## src/rtl/mul_pkg.sv

```systemverilog
// Shared types and sizing for the sequential shift-add multiplier.
package mul_pkg;
  typedef enum logic [1:0] {IDLE, RUN, DONE} mul_state_t;
  localparam int MUL_WIDTH = 16;
  localparam int CNT_W     = $clog2(MUL_WIDTH);
endpackage

```

## src/rtl/seq_mul16_dp.sv

```systemverilog
// Multiplier datapath: operand magnitudes, accumulator shift pair, sign flag,
// iteration counter and the final conditional negate into the product register.
module seq_mul16_dp
  import mul_pkg::*;
#(
  parameter int WIDTH = MUL_WIDTH,
  parameter int CW    = $clog2(WIDTH)
) (
  input  logic                 clk,
  input  logic                 rst,
  input  logic                 load_i,
  input  logic                 step_i,
  input  logic                 last_i,
  input  logic                 is_signed_i,
  input  logic [WIDTH-1:0]     a_i,
  input  logic [WIDTH-1:0]     b_i,
  output logic [CW-1:0]        cnt_o,
  output logic [2*WIDTH-1:0]   product_o
);

  logic [WIDTH-1:0]   mag_a_q, mag_a_d;
  logic [WIDTH-1:0]   mag_b_q, mag_b_d;
  logic [2*WIDTH-1:0] acc_q, acc_d;
  logic [2*WIDTH-1:0] product_q, product_d;
  logic [CW-1:0]      cnt_q, cnt_d;
  logic               neg_q, neg_d;

  logic [WIDTH-1:0]   a_abs, b_abs, addend;
  logic [WIDTH:0]     sum;
  logic [2*WIDTH-1:0] acc_step;

  always_comb begin
    // The most-negative operand negates to itself, which reads correctly as unsigned 2^(WIDTH-1).
    a_abs    = (is_signed_i && a_i[WIDTH-1]) ? -a_i : a_i;
    b_abs    = (is_signed_i && b_i[WIDTH-1]) ? -b_i : b_i;
    addend   = mag_b_q[0] ? mag_a_q : '0;
    sum      = {1'b0, acc_q[2*WIDTH-1:WIDTH]} + {1'b0, addend};
    acc_step = {sum, acc_q[WIDTH-1:1]};

    mag_a_d   = mag_a_q;
    mag_b_d   = mag_b_q;
    acc_d     = acc_q;
    cnt_d     = cnt_q;
    neg_d     = neg_q;
    product_d = product_q;

    if (load_i) begin
      mag_a_d = a_abs;
      mag_b_d = b_abs;
      neg_d   = is_signed_i & (a_i[WIDTH-1] ^ b_i[WIDTH-1]);
      acc_d   = '0;
      cnt_d   = '0;
    end else if (step_i) begin
      acc_d   = acc_step;
      mag_b_d = mag_b_q >> 1;
      cnt_d   = cnt_q + CW'(1);
      if (last_i) begin
        product_d = neg_q ? -acc_step : acc_step;
      end
    end
  end

  always_ff @(posedge clk or negedge rst) begin
    if (!rst) begin
      mag_a_q   <= '0;
      mag_b_q   <= '0;
      acc_q     <= '0;
      cnt_q     <= '0;
      neg_q     <= 1'b0;
      product_q <= '0;
    end else begin
      mag_a_q   <= mag_a_d;
      mag_b_q   <= mag_b_d;
      acc_q     <= acc_d;
      cnt_q     <= cnt_d;
      neg_q     <= neg_d;
      product_q <= product_d;
    end
  end

  assign cnt_o     = cnt_q;
  assign product_o = product_q;

endmodule

```

## src/rtl/seq_mul16.sv

```systemverilog
// Sequential shift-add multiplier, WIDTH cycles per operation, unsigned or signed.
// state | meaning: IDLE = waiting for start | RUN = one shift-add per edge | DONE = product valid, ld pulse
module seq_mul16
  import mul_pkg::*;
#(
  parameter int WIDTH = MUL_WIDTH
) (
  input  logic                 clk,
  input  logic                 rst,
  input  logic                 start,
  input  logic                 is_signed,
  input  logic [WIDTH-1:0]     a,
  input  logic [WIDTH-1:0]     b,
  output logic                 busy,
  output logic                 done,
  output logic                 prod_ld,
  output logic [2*WIDTH-1:0]   product
);

  localparam int CW = $clog2(WIDTH);

  mul_state_t    state_q, state_d;
  logic          load, step, last;
  logic [CW-1:0] cnt;

  always_ff @(posedge clk or negedge rst) begin
    if (!rst) state_q <= IDLE;
    else      state_q <= state_d;
  end

  always_comb begin
    state_d = state_q;
    load    = 1'b0;
    step    = 1'b0;
    last    = 1'b0;
    case (state_q)
      IDLE: begin
        if (start) begin
          load    = 1'b1;
          state_d = RUN;
        end
      end
      RUN: begin
        step = 1'b1;
        if (cnt == CW'(WIDTH-1)) begin
          last    = 1'b1;
          state_d = DONE;
        end
      end
      DONE:    state_d = IDLE;
      default: state_d = IDLE;
    endcase
  end

  assign busy    = (state_q != IDLE);
  assign done    = (state_q == DONE);
  assign prod_ld = done;

  seq_mul16_dp #(.WIDTH(WIDTH), .CW(CW)) u_dp (
    .clk         (clk),
    .rst         (rst),
    .load_i      (load),
    .step_i      (step),
    .last_i      (last),
    .is_signed_i (is_signed),
    .a_i         (a),
    .b_i         (b),
    .cnt_o       (cnt),
    .product_o   (product)
  );

endmodule

```

## config.mk

```make
export PLATFORM = sky130hd
export DESIGN_NAME = seq_mul16
export DESIGN_NICKNAME = d
export VERILOG_FILES = /design/src/rtl/mul_pkg.sv /design/src/rtl/seq_mul16_dp.sv /design/src/rtl/seq_mul16.sv
export SDC_FILE = /design/constraint.sdc
export NUM_CORES = 1
export LEC_CHECK = 0
export ABC_AREA = 1
export BUFFER_PORTS_ARGS = -buffer_cell sky130_fd_sc_hd__buf_2
export CAP_MARGIN = 25
export CORE_ASPECT_RATIO = 0.6
export CORE_MARGIN = 4
export CORE_UTILIZATION = 55
export CTS_CLUSTER_DIAMETER = 100
export DETAILED_ROUTE_END_ITERATION = 8
export GPL_ROUTABILITY_DRIVEN = 0
export GPL_TIMING_DRIVEN = 1
export PLACE_DENSITY = 0.86
export SETUP_SLACK_MARGIN = 0.2
export SLEW_MARGIN = 20
export SYNTH_ARGS = -nofsm -noshare
export SYNTH_HDL_FRONTEND = slang
export SYNTH_SLANG_ARGS = --single-unit
```

## constraint.sdc

```tcl
create_clock -name clk -period 3.7 [get_ports clk]
set_input_delay 0 -clock clk [delete_from_list [all_inputs] [get_ports clk]]
set_output_delay 0 -clock clk [all_outputs]
set_load 0.02 [all_outputs]
```

=== Word-level counts from Yosys, hierarchy flattened ===
Index checks and enable logic that the tools add are counted.

* Bits in registers: 103
* Input bits: 36
* Word-level logic and storage cells: 45

* Add/sub/neg operators: 5
* Equal/unequal tests: 5
* Mux-type cells: 18
* Bitwise operators: 3
* Reduce and logical (&&, ||, !) cells: 7

{| class="wikitable"
|+ Operator list
! cell !! number
|-
| $mux W32 || 3
|-
| $mux W16 || 5
|-
| $neg A16 Y16 || 2
|-
| $neg A32 Y32 || 1
|-
| $add A16 B16 Y17 || 1
|-
| $mux W4 || 2
|-
| $mux W1 || 5
|-
| $add A4 B1 Y4 const B || 1
|-
| $eq A4 B4 Y1 const B || 1
|-
| $mux W2 || 2
|-
| $ne A2 B2 Y1 const B || 2
|-
| $pmux W2 S2 || 1
|-
| $reduce_bool A2 Y1 || 2
|-
| $reduce_and A3 Y1 || 1
|-
| $eq A2 B1 Y1 const B || 1
|-
| $eq A2 B2 Y1 const B || 1
|-
| $logic_and A1 B1 Y1 || 2
|-
| $logic_not A2 Y1 || 1
|-
| $reduce_and A2 Y1 || 1
|-
| $and A1 B1 Y1 || 1
|-
| $not A1 Y1 || 1
|-
| $xor A1 B1 Y1 || 1
|}

=== Depth between registers and ports, before layout ===
* Word-level depth: 4
* Gate-level depth with buffers: 21

=== Hierarchy ===
Synthesis repeated with hierarchy kept, for this count alone.

* Cell total of the unflattened synthesis: 900
* Area total of the unflattened synthesis: 6563.8 sq um

{| class="wikitable"
|+ By module, submodules not included
! module !! instances !! cells an instance !! area each (sq um)
|-
| seq_mul16_dp || 1 || 883 || 6441.2
|-
| seq_mul16 || 1 || 17 || 122.6
|}

=== Worst setup path before layout ===
Ideal clock, no wire load.

* Kind: flip-flop to flip-flop
* From: reg u_dp.mag_b_q[0]
* To: reg u_dp.product_q[30] (netlist: u_dp.product_o[30])
* Setup time: 0.117 ns
* Arrival: 2.308 ns
* Required time: 3.583 ns
* Setup slack: 1.275 ns
* Cell stages (with the launch flop): 18
* Buffers on the path: 2
* Period minus slack after synthesis: 2.425 ns
* Cell sequence: dfrtp_1 > clkbuf_1 > clkbuf_1 > nand2_1 > inv_1 > ha_1 > nand2_2 > inv_1 > a21oi_1 > nand2_2 > xnor2_2 > nand2_1 > nor2_1 > nand3_1 > nand2_1 > nand2_1 > nand3_1 > nand2_1

* Word-level cells in the longest chain between the ends: 4

{| class="wikitable"
|+ Ends and longest elaborated chain
! what !! line !! text
|-
| start, declared || seq_mul16_dp.sv:22 || <nowiki>logic [WIDTH-1:0] mag_b_q, mag_b_d;</nowiki>
|-
| start signal, assigned || seq_mul16_dp.sv:73 || <nowiki>mag_b_q <= mag_b_d;</nowiki>
|-
| $mux W16 * || seq_mul16_dp.sv:36 || <nowiki>addend = mag_b_q[0] ? mag_a_q : '0;</nowiki>
|-
| $add A16 B16 Y17 * || seq_mul16_dp.sv:37 || <nowiki>sum = {1'b0, acc_q[2*WIDTH-1:WIDTH]} + {1'b0, addend};</nowiki>
|-
| $neg A32 Y32 || seq_mul16_dp.sv:58 || <nowiki>product_d = neg_q ? -acc_step : acc_step;</nowiki>
|-
| $mux W32 * || seq_mul16_dp.sv:58 ||
|-
| end signal, assigned || seq_mul16_dp.sv:77 || <nowiki>product_q <= product_d;</nowiki>
|-
| end, declared || seq_mul16_dp.sv:24 || <nowiki>logic [2*WIDTH-1:0] product_q, product_d;</nowiki>
|}

Mark *: on every way between the ends. The rest lies on a longest branch, timed or not.
A chain may end at the register's enable or synchronous reset.

=== Worst setup path in the final report ===
* From: reg u_dp.mag_b_q[0]
* To: reg u_dp.product_q[29] (netlist: u_dp.product_o[29])

Same word-level chain as after synthesis.

==> results.md <==
GRT:
- The initial antenna violation count is 0.
- The global routing usage summed across all routing layers is 0.250.
- The total overflow left after global routing is 0.
- The first global-routing pass estimated 27800 µm of wire.
- The pin count of the biggest net entering global routing is 79.
- The via count of the first global-routing pass is 5626.

Power and ir drop:
- The net switching component of the power is 3390 µW.
- The sum of internal, switching and leakage power is 6830 µW.
- Of the total power, the share spent switching nets is 0.497.
- The analysis attributes to cell leakage a power of 0.00398 µW.
- Of the total power, the clock network draws 0.150.
- The share of total power in sequential cells is 0.284.
- For this design the ratio of total power to cell area is 915 mW/mm².
- The internal power of the cells totals 3440 µW.
- The share of total power dissipated in combinational logic is 0.566.
- IR analysis of the VDD net gives a maximum drop of 0.408 mV.

STA:
- Setup violations remaining at the end of the flow were counted as 0.
- The worst max-slew margin expressed relative to the limit is 0.382.
- The final critical path time including I/O delays and setup is 2980 ps.
- The fraction of the cycle the final worst path needs is 0.806.
- Timing would allow up to 0.335 GHz.
- At the pin with the least slew margin, the transition time is 922 ps.
- Across the routed clock network, the largest skew measured is 17.3 ps.
- The number of slew-limit violations in the final report was 0.
- The final sum of negative setup slack is 0 ps.
- Setup repair after global routing left no endpoint under its margin.
- The count of endpoints failing hold in the final timing report came to 0.

Clock network:
- The clock network latency to the later pin of the worst-skew pair is 360 ps.
- The cell chosen for the clock root is sky130_fd_sc_hd__clkbuf_16.
- The quantity of gates resized following cts is 0.
- The TritonCTS clock tree is built.
- The clock passes through at most 2 buffers.
- The post-CTS setup buffer count is 0.
- The clock-pin slew reported for the worst setup and hold paths after clock tree synthesis is 80 ps.
- The clock tree synthesis step divided the H-tree into 3 levels.
- The hold buffer count at CTS is 14.
- The TritonCTS sink count is 102.
- The number of buffers added by the clock tree synthesis step is 9.

Placed design:
- The HPWL after detailed placement is 12200 µm.
- The post-detailed-placement cell area is 0.00697 mm².
- The count of buffers inserted at the top-level ports is 70.
- After detailed placement, the design holds a cell count of 1113.

Yosys:
- For this run, the leading register cell type out of synthesis is sky130_fd_sc_hd__dfrtp_1.
- The largest total area in the synthesized netlist belongs to sky130_fd_sc_hd__dfrtp_1.
- The share of the Yosys chip area taken by registers is 0.392.
- Yosys mapped the design onto 46 distinct sky130hd cell types.
- By instance count, the leading cell after synthesis is sky130_fd_sc_hd__nand2_1.
- Ranked by instance count, the synthesized netlist is headed by 274 x sky130_fd_sc_hd__nand2_1, 123 x sky130_fd_sc_hd__inv_1, 102 x sky130_fd_sc_hd__dfrtp_1.
- In this run, synthesis produced a sequential element count of 102.
- The mapped netlist covers 0.00651 mm².
- By area the synthesized netlist is led by sky130_fd_sc_hd__dfrtp_1 39%, sky130_fd_sc_hd__nand2_1 16%, sky130_fd_sc_hd__inv_1 7.1%.
- Counting every instance in the synthesized netlist gives 907.
- The fraction of post-synthesis cell area in the top cell type by area is 0.392.
- A synthesized cell averages 7.18 µm².
- When the netlist entered floorplanning its net count stood at 964.
- The number of synthesized flops with an enable pin is 0.
- The count of warnings emitted by yosys is 0.
- For this run, asynchronously set or reset flops after synthesis account for 1.00.

Drt:
- For this block, the via count after detailed routing is 6171.
- The routed design has 16800 µm of wire.
- The number of design rule violations left after detail routing is 0.
- The residual antenna-violating net count after detailed routing is 0.
- The number of detailed-route iterations in the first pass is 6.
- The number of DRC markers in iteration 0 is 654.
- The post-detailed-route via-to-cell ratio is 5.39.
- In the final routed layout, each cell accounts on average for 14.7 µm.

Floorplanning:
- Row generation in the floorplan step produced 30 rows.
- The number of top-level pins is 71.
- The area of the core is 0.0114 mm².
- The die outline height is 92.3 µm.
- In this run the horizontal extent of the chip is 148 µm.
- The effective utilization at floorplan is 0.569.
- The floorplan die area is 0.0137 mm².

Outcome:
- The run finished with clean final reports.

Final layout:
- The number of antenna diodes in the final layout is 0.
- In the final layout, the share of cells above drive strength 1 is 0.129.
- The layout filler cell count is 951.
- The final cell count without fillers is 1144.
- Compared with the post-synthesis result, the final layout area differs by 14.7%.
- The final net count is 1036.
- The post-layout instance area is 0.00747 mm².

Worst setup path:
- The path type of the worst setup path is reg2reg.
- The required time of the critical path is 3930 ps.
- STA classifies the critical path endpoint as a flop.
- The critical path launch point type is a flop.
- The critical path data arrival time is 3220 ps.
- The maximum net fanout on the critical path is 17.

Hold path:
- In this run the worst hold path is classified as in2reg.

Flow run:
- The number of maximum-capacitance violations is 0.
==> critical path: stages, from the launching register on <==
cell                      delay [ps]
sky130_fd_sc_hd__dfrtp_1         630
sky130_fd_sc_hd__nand2_1         160
sky130_fd_sc_hd__inv_1           140
sky130_fd_sc_hd__ha_1            250
sky130_fd_sc_hd__fa_1            490
sky130_fd_sc_hd__inv_1           110
sky130_fd_sc_hd__nand3_1         120
sky130_fd_sc_hd__nor2_1          180
sky130_fd_sc_hd__nand4_1         180
sky130_fd_sc_hd__nor2_1          140
sky130_fd_sc_hd__nand2_1         120
sky130_fd_sc_hd__nand2_2         120
sky130_fd_sc_hd__nand3_1          80
sky130_fd_sc_hd__nand3_1          90
sky130_fd_sc_hd__nand2_1          60
==> per-layer routing <==
metal / track usage / up-vias / part of all wire
met5: 0 / - / 0
met4: 0.0484 / 0 / 0.010
met3: 0.0642 / 21 / 0.10
met2: 0.356 / 290 / 0.41
met1: 0.385 / 2821 / 0.48
li1: - / 3039 / -
==> cell type report <==
type                            count  area (µm²)  share of cell area
Timing Repair Buffer               92         573              0.0767
Multi-Input combinational cell    647        3340               0.447
Tap cell                          160         200              0.0268
Clock inverter                      7         103              0.0137
Sequential cell                   102        2550               0.342
Clock buffer                        9         225              0.0302
Inverter                          127         477              0.0638
==> cell usage in the layout, fill, tap and decap left out, types with 9 or more instances in the layout <==
cell                              n
sky130_fd_sc_hd__a21oi_1         20
sky130_fd_sc_hd__buf_2           69
sky130_fd_sc_hd__clkbuf_16        9
sky130_fd_sc_hd__dfrtp_1        102
sky130_fd_sc_hd__dlygate4sd3_1   14
sky130_fd_sc_hd__ha_1            20
sky130_fd_sc_hd__inv_1          123
sky130_fd_sc_hd__nand2_1        274
sky130_fd_sc_hd__nand2_2         14
sky130_fd_sc_hd__nand3_1         46
sky130_fd_sc_hd__nand4_1         10
sky130_fd_sc_hd__nor2_1          58
sky130_fd_sc_hd__nor2_2           9
sky130_fd_sc_hd__nor3_1          11
sky130_fd_sc_hd__o21ai_0         82
sky130_fd_sc_hd__o22ai_1         17
sky130_fd_sc_hd__xor2_1          39
==> cells by family after synthesis <==
| logic type | after synthesis | share of synthesized area |
|---|---|---|
| buffers and inverters | 158 | 0.0950 |
| adders and majority gates | 21 | 0.0415 |
| xor gates and xnor gates | 44 | 0.0604 |
| AOI/OAI and AO/OA | 144 | 0.124 |
| muxes | 1 | 0.00154 |
| and+or+nand+nor | 437 | 0.285 |
| DFF | 102 | 0.392 |
==> state kept, by name, summed over array words and instances (netlist names) <==
signal,count
state_q,2
u_dp.acc_q,31
u_dp.cnt_o,4
u_dp.mag_a_q,16
u_dp.mag_b_q,16
u_dp.neg_q,1
u_dp.product_o,32
==> power groups by stage <==
| stage | combinational [µW] | sequential [µW] | clock (µW) |
|---|---|---|---|
| after floorplan | 2630 | 2030 | 0 |
| final | 3870 | 1940 | 1020 |
| after global routing | 4300 | 1990 | 1070 |
| after global placement | 3610 | 1940 | 0 |
| after CTS | 3770 | 1930 | 1020 |
| after detailed placement | 3710 | 1940 | 0 |
==> through the flow <==
step | utilization | hold slack, ps | setup slack, ps
after floorplan | - | -296 | 1280
after global placement | 0.609 | 208 | 1040
after detailed placement | 0.609 | 203 | 884
after CTS | 0.650 | 17.0 | 791
after global routing | 0.652 | 42.5 | 479
final | 0.652 | 10.2 | 719
==> final timing paths <==
path,end,cells after the start,start,slack [ps]
min in group asynchronous,u_dp.product_o[18]$_DFFE_PN0P_,2,rst,40
max reg2reg,u_dp.product_o[29]$_DFFE_PN0P_,14,u_dp.mag_b_q[0]$_DFFE_PN0P_,720
max in group asynchronous,u_dp.product_o[29]$_DFFE_PN0P_,3,rst,3060
min,u_dp.mag_a_q[3]$_DFFE_PN0P_,3,a[3],10
max,u_dp.product_o[29]$_DFFE_PN0P_,14,u_dp.mag_b_q[0]$_DFFE_PN0P_,720
min reg2reg,u_dp.product_o[9]$_DFFE_PN0P_,2,u_dp.product_o[9]$_DFFE_PN0P_,480
Power figures use the tool's default switching activity.
